<file path="config.mk">
export PLATFORM = sky130hd
export DESIGN_NAME = i2c_slave_regs_flat
export DESIGN_NICKNAME = d
export VERILOG_FILES = /design/src/rtl/i2c_slave_regs_if.sv /design/src/rtl/i2c_slave_regs.sv /design/src/flat_wrapper.sv
export SDC_FILE = /design/constraint.sdc
export NUM_CORES = 1
export LEC_CHECK = 0
export BUFFER_PORTS_ARGS = -buffer_cell sky130_fd_sc_hd__buf_2
export CORE_UTILIZATION = 48
export CTS_BUF_LIST = sky130_fd_sc_hd__clkbuf_4 sky130_fd_sc_hd__clkbuf_8
export CTS_CLUSTER_SIZE = 40
export DETAILED_ROUTE_END_ITERATION = 8
export HOLD_SLACK_MARGIN = 0.08
export PLACE_DENSITY = 0.7
export REMOVE_ABC_BUFFERS = 1
export SYNTH_ARGS = -nofsm -noshare
export SYNTH_HDL_FRONTEND = slang
export SYNTH_SLANG_ARGS = --single-unit
</file>
<file path="constraint.sdc">
create_clock -name clk -period 2.5 [get_ports clk]
set_input_delay 0.25 -clock clk [delete_from_list [all_inputs] [get_ports clk]]
set_output_delay 0.25 -clock clk [all_outputs]
set_load 0.01 [all_outputs]
</file>
<file path="src/rtl/i2c_slave_regs_if.sv">
// I2C bus pins seen by the i2c_slave_regs target.
// The master side supplies the (wired-AND) SCL/SDA levels; the target side
// returns its open-drain pull-low request on sda_oe.
interface i2c_slave_regs_if;
    logic scl_in;
    logic sda_in;
    logic sda_oe;

    modport master (output scl_in, output sda_in, input sda_oe);
    modport slave  (input scl_in, input sda_in, output sda_oe);
endinterface

</file>
<file path="src/rtl/i2c_slave_regs.sv">
// I2C target with a small byte-wide register file.
// SCL/SDA are oversampled on clk (2-flop sync + 1 edge-detect flop); nothing
// is clocked by SCL. SDA is only ever pulled low (sda_oe=1) on a synced SCL
// falling edge. Optional build macro I2C_SLV_AUTOINC_EN enables pointer
// auto-increment after committed write bytes and ACKed read bytes.
//
// state       | meaning
// ------------|----------------------------------------------------------
// S_IDLE      | bus free, waiting for START
// S_ADDR      | shifting 7-bit address + R/W
// S_ADDR_ACK  | pulling SDA low for the address ACK clock
// S_REG       | shifting register pointer byte
// S_REG_ACK   | pulling SDA low for the pointer ACK clock
// S_WDATA     | shifting a write data byte
// S_WDATA_ACK | byte committed, pulling SDA low for its ACK clock
// S_RDATA     | driving read data bits MSB first
// S_RDATA_ACK | SDA released, sampling the master ACK/NACK
// S_WAIT      | not addressed or NACKed; ignore bus until START/STOP
module i2c_slave_regs #(
    parameter logic [6:0] SLV_ADDR = 7'h2A,
    parameter int         REG_AW   = 4
) (
    input  logic              clk,
    input  logic              rst,
    i2c_slave_regs_if.slave   bus,
    output logic              busy,
    output logic              wr_pulse,
    output logic [REG_AW-1:0] wr_addr,
    output logic [7:0]        wr_data,
    input  logic [REG_AW-1:0] host_addr,
    output logic [7:0]        host_rdata
);

    typedef enum logic [3:0] {
        S_IDLE, S_ADDR, S_ADDR_ACK, S_REG, S_REG_ACK,
        S_WDATA, S_WDATA_ACK, S_RDATA, S_RDATA_ACK, S_WAIT
    } state_t;

    state_t              r_state, w_state_nx;
    logic                r_scl_s1, r_scl_s2, r_scl_d;
    logic                r_sda_s1, r_sda_s2, r_sda_d;
    logic [2:0]          r_bit_cnt, w_cnt_nx;
    logic [7:0]          r_shift, w_shift_nx;
    logic [REG_AW-1:0]   r_ptr, w_ptr_nx, w_ptr_adv;
    logic                r_ack_seen, w_ack_nx;
    logic [7:0]          r_rd_byte, w_rd_nx;
    logic                r_sda_oe, w_oe_nx;
    logic                r_busy, w_busy_nx;
    logic                w_we;
    logic                r_wr_pulse;
    logic [REG_AW-1:0]   r_wr_addr;
    logic [7:0]          r_wr_data;
    logic [7:0]          r_regs [2**REG_AW];

    logic                w_scl_rise, w_scl_fall, w_start, w_stop, w_bit, w_last_bit;
    logic [7:0]          w_byte, w_cur_reg;

    // Bus level synchronizers plus one flop of history for edge detection.
    // Reset to 1 so an idle (high) bus produces no spurious edges.
    always_ff @(posedge clk or negedge rst) begin
        if (!rst) begin
            r_scl_s1 <= 1'b1; r_scl_s2 <= 1'b1; r_scl_d <= 1'b1;
            r_sda_s1 <= 1'b1; r_sda_s2 <= 1'b1; r_sda_d <= 1'b1;
        end else begin
            r_scl_s1 <= bus.scl_in; r_scl_s2 <= r_scl_s1; r_scl_d <= r_scl_s2;
            r_sda_s1 <= bus.sda_in; r_sda_s2 <= r_sda_s1; r_sda_d <= r_sda_s2;
        end
    end

    assign w_scl_rise = r_scl_s2 & ~r_scl_d;
    assign w_scl_fall = ~r_scl_s2 & r_scl_d;
    // SDA edges while we pull low are our own doing, never a bus condition.
    assign w_start    = r_scl_s2 & r_scl_d & ~r_sda_s2 & r_sda_d & ~r_sda_oe;
    assign w_stop     = r_scl_s2 & r_scl_d & r_sda_s2 & ~r_sda_d & ~r_sda_oe;
    assign w_bit      = r_sda_s2;
    assign w_byte     = {r_shift[6:0], w_bit};
    assign w_last_bit = w_scl_rise & (r_bit_cnt == 3'd7);
    assign w_cur_reg  = r_regs[r_ptr];

`ifdef I2C_SLV_AUTOINC_EN
    assign w_ptr_adv = r_ptr + {{(REG_AW-1){1'b0}}, 1'b1};
`else
    assign w_ptr_adv = r_ptr;
`endif

    // State register.
    always_ff @(posedge clk or negedge rst) begin
        if (!rst) r_state <= S_IDLE;
        else      r_state <= w_state_nx;
    end

    // Next-state decode; START/STOP override every state.
    always_comb begin
        w_state_nx = r_state;
        if (w_start) begin
            w_state_nx = S_ADDR;
        end else if (w_stop) begin
            w_state_nx = S_IDLE;
        end else begin
            case (r_state)
                S_ADDR:      if (w_last_bit)
                                 w_state_nx = (w_byte[7:1] == SLV_ADDR) ? S_ADDR_ACK : S_WAIT;
                S_REG:       if (w_last_bit) w_state_nx = S_REG_ACK;
                S_WDATA:     if (w_last_bit) w_state_nx = S_WDATA_ACK;
                S_RDATA:     if (w_last_bit) w_state_nx = S_RDATA_ACK;
                S_ADDR_ACK:  if (w_scl_fall && r_ack_seen)
                                 w_state_nx = r_shift[0] ? S_RDATA : S_REG;
                S_REG_ACK,
                S_WDATA_ACK: if (w_scl_fall && r_ack_seen) w_state_nx = S_WDATA;
                S_RDATA_ACK: begin
                    if (w_scl_rise && !r_ack_seen && w_bit)
                        w_state_nx = S_WAIT;
                    else if (w_scl_fall && r_ack_seen)
                        w_state_nx = S_RDATA;
                end
                default: ;
            endcase
        end
    end

    // Next values of the datapath/outputs. r_ack_seen marks that the 9th
    // rising edge has passed, so the following falling edge ends the ACK slot.
    always_comb begin
        w_oe_nx    = r_sda_oe;
        w_busy_nx  = r_busy;
        w_cnt_nx   = r_bit_cnt;
        w_shift_nx = r_shift;
        w_ptr_nx   = r_ptr;
        w_ack_nx   = r_ack_seen;
        w_rd_nx    = r_rd_byte;
        w_we       = 1'b0;
        if (w_start) begin
            w_oe_nx   = 1'b0;
            w_cnt_nx  = 3'd0;
            w_ack_nx  = 1'b0;
            w_busy_nx = 1'b0;
        end else if (w_stop) begin
            w_oe_nx   = 1'b0;
            w_cnt_nx  = 3'd0;
            w_ack_nx  = 1'b0;
            w_busy_nx = 1'b0;
        end else begin
            case (r_state)
                S_ADDR, S_REG, S_WDATA: begin
                    if (w_scl_rise) begin
                        w_shift_nx = w_byte;
                        if (r_bit_cnt == 3'd7) begin
                            w_cnt_nx = 3'd0;
                            w_ack_nx = 1'b0;
                            if (r_state == S_ADDR && w_byte[7:1] == SLV_ADDR)
                                w_busy_nx = 1'b1;
                            if (r_state == S_REG)
                                w_ptr_nx = w_byte[REG_AW-1:0];
                            if (r_state == S_WDATA) begin
                                w_we     = 1'b1;
                                w_ptr_nx = w_ptr_adv;
                            end
                        end else begin
                            w_cnt_nx = r_bit_cnt + 3'd1;
                        end
                    end
                end
                S_ADDR_ACK, S_REG_ACK, S_WDATA_ACK: begin
                    if (w_scl_rise) begin
                        w_ack_nx = 1'b1;
                    end else if (w_scl_fall) begin
                        if (!r_ack_seen) begin
                            w_oe_nx = 1'b1;
                        end else if (r_state == S_ADDR_ACK && r_shift[0]) begin
                            w_rd_nx = w_cur_reg;
                            w_oe_nx = ~w_cur_reg[7];
                        end else begin
                            w_oe_nx = 1'b0;
                        end
                    end
                end
                S_RDATA: begin
                    if (w_scl_rise) begin
                        if (r_bit_cnt == 3'd7) begin
                            w_cnt_nx = 3'd0;
                            w_ack_nx = 1'b0;
                        end else begin
                            w_cnt_nx = r_bit_cnt + 3'd1;
                        end
                    end else if (w_scl_fall) begin
                        w_oe_nx = ~r_rd_byte[~r_bit_cnt];
                    end
                end
                S_RDATA_ACK: begin
                    if (w_scl_rise) begin
                        if (!r_ack_seen && !w_bit) begin
                            w_ack_nx = 1'b1;
                            w_ptr_nx = w_ptr_adv;
                        end
                    end else if (w_scl_fall) begin
                        if (!r_ack_seen) begin
                            w_oe_nx = 1'b0;
                        end else begin
                            w_rd_nx = w_cur_reg;
                            w_oe_nx = ~w_cur_reg[7];
                        end
                    end
                end
                S_WAIT:  w_oe_nx = 1'b0;
                default: ;
            endcase
        end
    end

    // Datapath, outputs and write strobe registers.
    always_ff @(posedge clk or negedge rst) begin
        if (!rst) begin
            r_sda_oe   <= 1'b0;
            r_busy     <= 1'b0;
            r_bit_cnt  <= 3'd0;
            r_shift    <= 8'h00;
            r_ptr      <= '0;
            r_ack_seen <= 1'b0;
            r_rd_byte  <= 8'h00;
            r_wr_pulse <= 1'b0;
            r_wr_addr  <= '0;
            r_wr_data  <= 8'h00;
        end else begin
            r_sda_oe   <= w_oe_nx;
            r_busy     <= w_busy_nx;
            r_bit_cnt  <= w_cnt_nx;
            r_shift    <= w_shift_nx;
            r_ptr      <= w_ptr_nx;
            r_ack_seen <= w_ack_nx;
            r_rd_byte  <= w_rd_nx;
            r_wr_pulse <= w_we;
            if (w_we) begin
                r_wr_addr <= r_ptr;
                r_wr_data <= w_byte;
            end
        end
    end

    // Register file, cleared by reset.
    always_ff @(posedge clk or negedge rst) begin
        if (!rst) begin
            for (int i = 0; i < 2**REG_AW; i++) r_regs[i] <= 8'h00;
        end else if (w_we) begin
            r_regs[r_ptr] <= w_byte;
        end
    end

    assign bus.sda_oe = r_sda_oe;
    assign busy       = r_busy;
    assign wr_pulse   = r_wr_pulse;
    assign wr_addr    = r_wr_addr;
    assign wr_data    = r_wr_data;
    assign host_rdata = r_regs[host_addr];

endmodule
</file>
<file path="src/flat_wrapper.sv">
// flat-port wrapper written by rule: the top's interface ports become plain ports
module i2c_slave_regs_flat 
#(
    parameter logic [6:0] SLV_ADDR = 7'h2A,
    parameter int         REG_AW   = 4
)
  (clk, rst, busy, wr_pulse, wr_addr, wr_data, host_addr, host_rdata, bus_scl_in, bus_sda_in, bus_sda_oe);
  i2c_slave_regs_if bus_i ();
  input  logic clk;
  input  logic rst;
  output logic busy;
  output logic wr_pulse;
  output logic [REG_AW-1:0] wr_addr;
  output logic [7:0] wr_data;
  input  logic [REG_AW-1:0] host_addr;
  output logic [7:0] host_rdata;
  input wire logic [$bits(bus_i.scl_in)-1:0] bus_scl_in;
  input wire logic [$bits(bus_i.sda_in)-1:0] bus_sda_in;
  output wire logic [$bits(bus_i.sda_oe)-1:0] bus_sda_oe;
  assign bus_i.scl_in = bus_scl_in;
  assign bus_i.sda_in = bus_sda_in;
  assign bus_sda_oe = bus_i.sda_oe;
  i2c_slave_regs #(.SLV_ADDR(SLV_ADDR), .REG_AW(REG_AW)) u_core (.clk(clk), .rst(rst), .bus(bus_i), .busy(busy), .wr_pulse(wr_pulse), .wr_addr(wr_addr), .wr_data(wr_data), .host_addr(host_addr), .host_rdata(host_rdata));
endmodule
</file>
==> key figures <==
Global routing
  • First-pass GRT wire length: 35200 um
  • Initial antenna violation count: 0
  • GRT Overall Usage: 23.7%
  • Pin count of the biggest net entering global routing: 64
  • Vias in the first global route: 6082
  • Remaining Overflow, GRT: 0

STA
  • Slew Viols, Final: 0
  • Period minus WS final: 2.35 ns
  • Final Cycle Share: 94.0%
  • Hold Vio Cnt, Final: 0
  • Final worst slack: 0.150 ns
  • Unrepaired setup endpoints after global routing: no
  • Fmax: 425 MHz
  • Clock skew: 0.0156 ns
  • Worst-margin pin slew: 0.745 ns
  • Final setup viols: 0
  • Max-Slew Margin vs Limit: 50.3%
  • Setup TNS: 0 ns

Finish
  • FF/Latch Area: 4410 um2
  • Most frequent cells in the layout: dfrtp_1, mux2_2, mux4_2, nand2_1, buf_4
  • Layout Nets: 699
  • Footprint of the multi-input gates: 4580 um2
  • Area growth syn-to-layout: 11.6%
  • Leading cell type in the layout, fill and taps excluded: dfrtp_1
  • Fill cells: 1538
  • Fraction of layout cells with a size suffix above 1: 50.4%
  • Post-layout instance count excluding filler cells: 936
  • Antenna diodes: 0
  • Fin area: 10300 um2

Clock tree
  • Clk sinks: 176
  • Total CTS buffers: 17
  • TritonCTS clock tree: yes
  • CTS root buf: clkbuf_8
  • Clock Latency Late Sink: 0.47 ns
  • Setup Buffers After CTS: 0
  • H-tree depth: 4
  • Worst-path clk slew: 0.09 ns
  • Clock Path Buffers: 2

Critical path
  • CP arrival: 2.70 ns
  • Setup crit start: u_core.r_bit_cnt[0]
  • CP Capture Type: register
  • Critical path's slowest cell: dfrtp_1
  • Worst path top cell family by delay: simple AND/OR/NAND/NOR gates
  • Worst path cell trace: ha_1 > ha_1 > nand3b_4 > or2_1 > buf_4 > nor3_1 > nand3_1 > buf_4 > mux2_2
  • Crit path required time: 2.85 ns
  • R2r startpoint: u_core.r_bit_cnt[0]
  • Worst setup SP type: register
  • Crit Path Category: register to register
  • Critical-path maximum fanout: 8
  • Crit path buffers/inverters: 2
  • Max stage delay on crit path: 0.37 ns

Worst hold path
  • Hold crit path type: primary input to async pin

Yosys
  • Synth Register Bits: 176
  • Async set-reset flop share out of synthesis: 100%
  • Post-Syn Area: 9240 um2
  • Area leader, netlist: dfrtp_1
  • Ys flop type: dfrtp_1
  • Register area share after synthesis: 47.7%
  • Syn Inst Count: 642
  • Synth warn: 0
  • Top cell type's share of synthesized area: 46.0%
  • EDFF count, synth: 0
  • Largest cells by area after synthesis: dfrtp_1, mux4_2, mux2_2
  • Netlist cell types: 56
  • Syn avg cell area: 14.4 um2

Power
  • Sequential Power Share: 49.1%
  • Clock power share: 30.9%
  • Logic pwr share: 20.0%
  • Net switching power: 1.96 mW
  • Sw Ratio: 31.5%
  • Leak: 4.76 nW
  • Tot Pwr: 6.22 mW
  • Worst vdd ir: 0.360 mV
  • Pwr Density: 603 nW/um2
  • Cell-internal power: 4.26 mW

Floorplanning
  • Core area: 18800 um2
  • Site Rows: 50
  • Die W: 141 um
  • Initial Util: 49.2%
  • Die area: 19800 um2
  • Die Span Y: 141 um
  • IO Count: 31

Drt
  • Drt drc: 0
  • 1st-iter DRT viols: 388
  • Routed len/inst: 23.1 um
  • Vias per cell: 6.17
  • Vias: 5772
  • Final ANT Viol Nets: 0
  • Drt first pass iters: 5
  • Routed wire length: 21600 um

Placement
  • DP Area: 9890 um2
  • Port-buffer cells: 30
  • Detail Placement HPWL: 14900 um
  • DP Worst Slack: 0.0447 ns
  • Final Wtd Congestion: 0.835
  • Dpl cells: 901

Run
  • Max Cap Viol: 0

Outcome
  • Status: finished clean
==> final timing paths <==
kind,end,slack [ns],depth (start not counted)
setup / recovery,u_core.r_regs[24],0.15,9
hold / removal,u_core.bus.sda_oe,0.33,2
setup reg to reg,u_core.r_regs[24],0.15,9
hold reg to reg,u_core.r_sda_s2,0.37,0
max in group asynchronous,u_core.r_sda_s1,1.42,3
min in group clk,u_core.r_sda_s2,0.37,0
==> synth_stat cells, types with 2 or more instances <==
cell type,instances
nor3b_1,6
buf_2,8
nand2_1,59
buf_4,2
buf_6,4
or3_1,3
or2_2,2
mux2i_1,18
dfstp_2,6
nand2b_1,2
o21ai_0,11
mux2_4,16
mux4_2,74
clkbuf_1,33
nor2_2,9
ha_1,2
nor2_1,13
nand4bb_1,2
a21o_1,2
nand3_1,3
nand3b_1,3
o221ai_1,7
a31oi_1,4
a211oi_1,3
mux2_2,123
nand3b_4,3
nor4_4,2
a22oi_1,2
buf_1,4
dfrtp_1,170
inv_1,4
nor3_1,5
nor2b_1,7
o22a_1,2
a21oi_1,7
==> power by group through the flow <==
stage	Clock, mW	Sequential [mW]	Combinational (mW)
after floorplan	0	3.25	0.531
after global routing	2.08	3.07	1.35
after global placement	0	3.09	1.20
after detailed placement	0	3.11	1.23
after CTS	1.95	3.05	1.24
final	1.92	3.05	1.24
==> flip-flops by register name (all words and copies together), names as in the netlist <==
| signal | count |
|---|---|
| u_core.r_sda_s2 | 1 |
| u_core.busy | 1 |
| u_core.bus.sda_oe | 1 |
| u_core.r_scl_s1 | 1 |
| u_core.r_bit_cnt | 3 |
| u_core.wr_data | 8 |
| u_core.r_state | 4 |
| u_core.r_regs | 128 |
| u_core.r_scl_s2 | 1 |
| u_core.r_shift | 7 |
| u_core.r_ptr | 4 |
| u_core.r_rd_byte | 8 |
| u_core.r_sda_s1 | 1 |
| u_core.r_sda_d | 1 |
| u_core.r_scl_d | 1 |
| u_core.wr_pulse | 1 |
| u_core.wr_addr | 4 |
| u_core.r_ack_seen | 1 |
==> layer usage <==
metal | track usage [%] | vias up | share of wire [%]
li1 | - | 2509 | -
met1 | 32.7 | 3089 | 44
met2 | 38.9 | 146 | 51
met3 | 4.28 | 28 | 4.1
met4 | 6.46 | 0 | 1.4
met5 | 0 | - | 0
==> logic make-up after synthesis <==
group,synth area share (%)
flip-flops,47.7
adder cells (fa/ha/maj),0.271
AND/OR/NAND/NOR,7.99
buffers and inverters,2.84
XOR/XNOR,0.0948
AO/OA/AOI/OAI,3.49
multiplexers,37.6
==> through the flow <==
stage	hold slack (ns)	util [%]
detailed placement	0.274	52.7
finish	0.330	54.9
CTS	0.346	54.9
global placement	0.269	52.7
floorplan	-0.0456	-
global route	0.365	54.9
==> final cells by class <==
class	instances	share of cell area, %
clock buffers	18	2.40
repair buffers	79	6.01
multi-input cells	410	44.4
flip-flops and latches	176	42.8
clock inverters	14	1.30
inverters	5	0.231
well taps	234	2.84
==> repair_timing <==
item / CTS / global route
hold buffers: 3 / 0
endpoints found under the hold margin: 59 / 0
setup endpoints to repair: 0 / 24
gates resized for setup: 0 / 3
(Power assumes the default switching activity.)
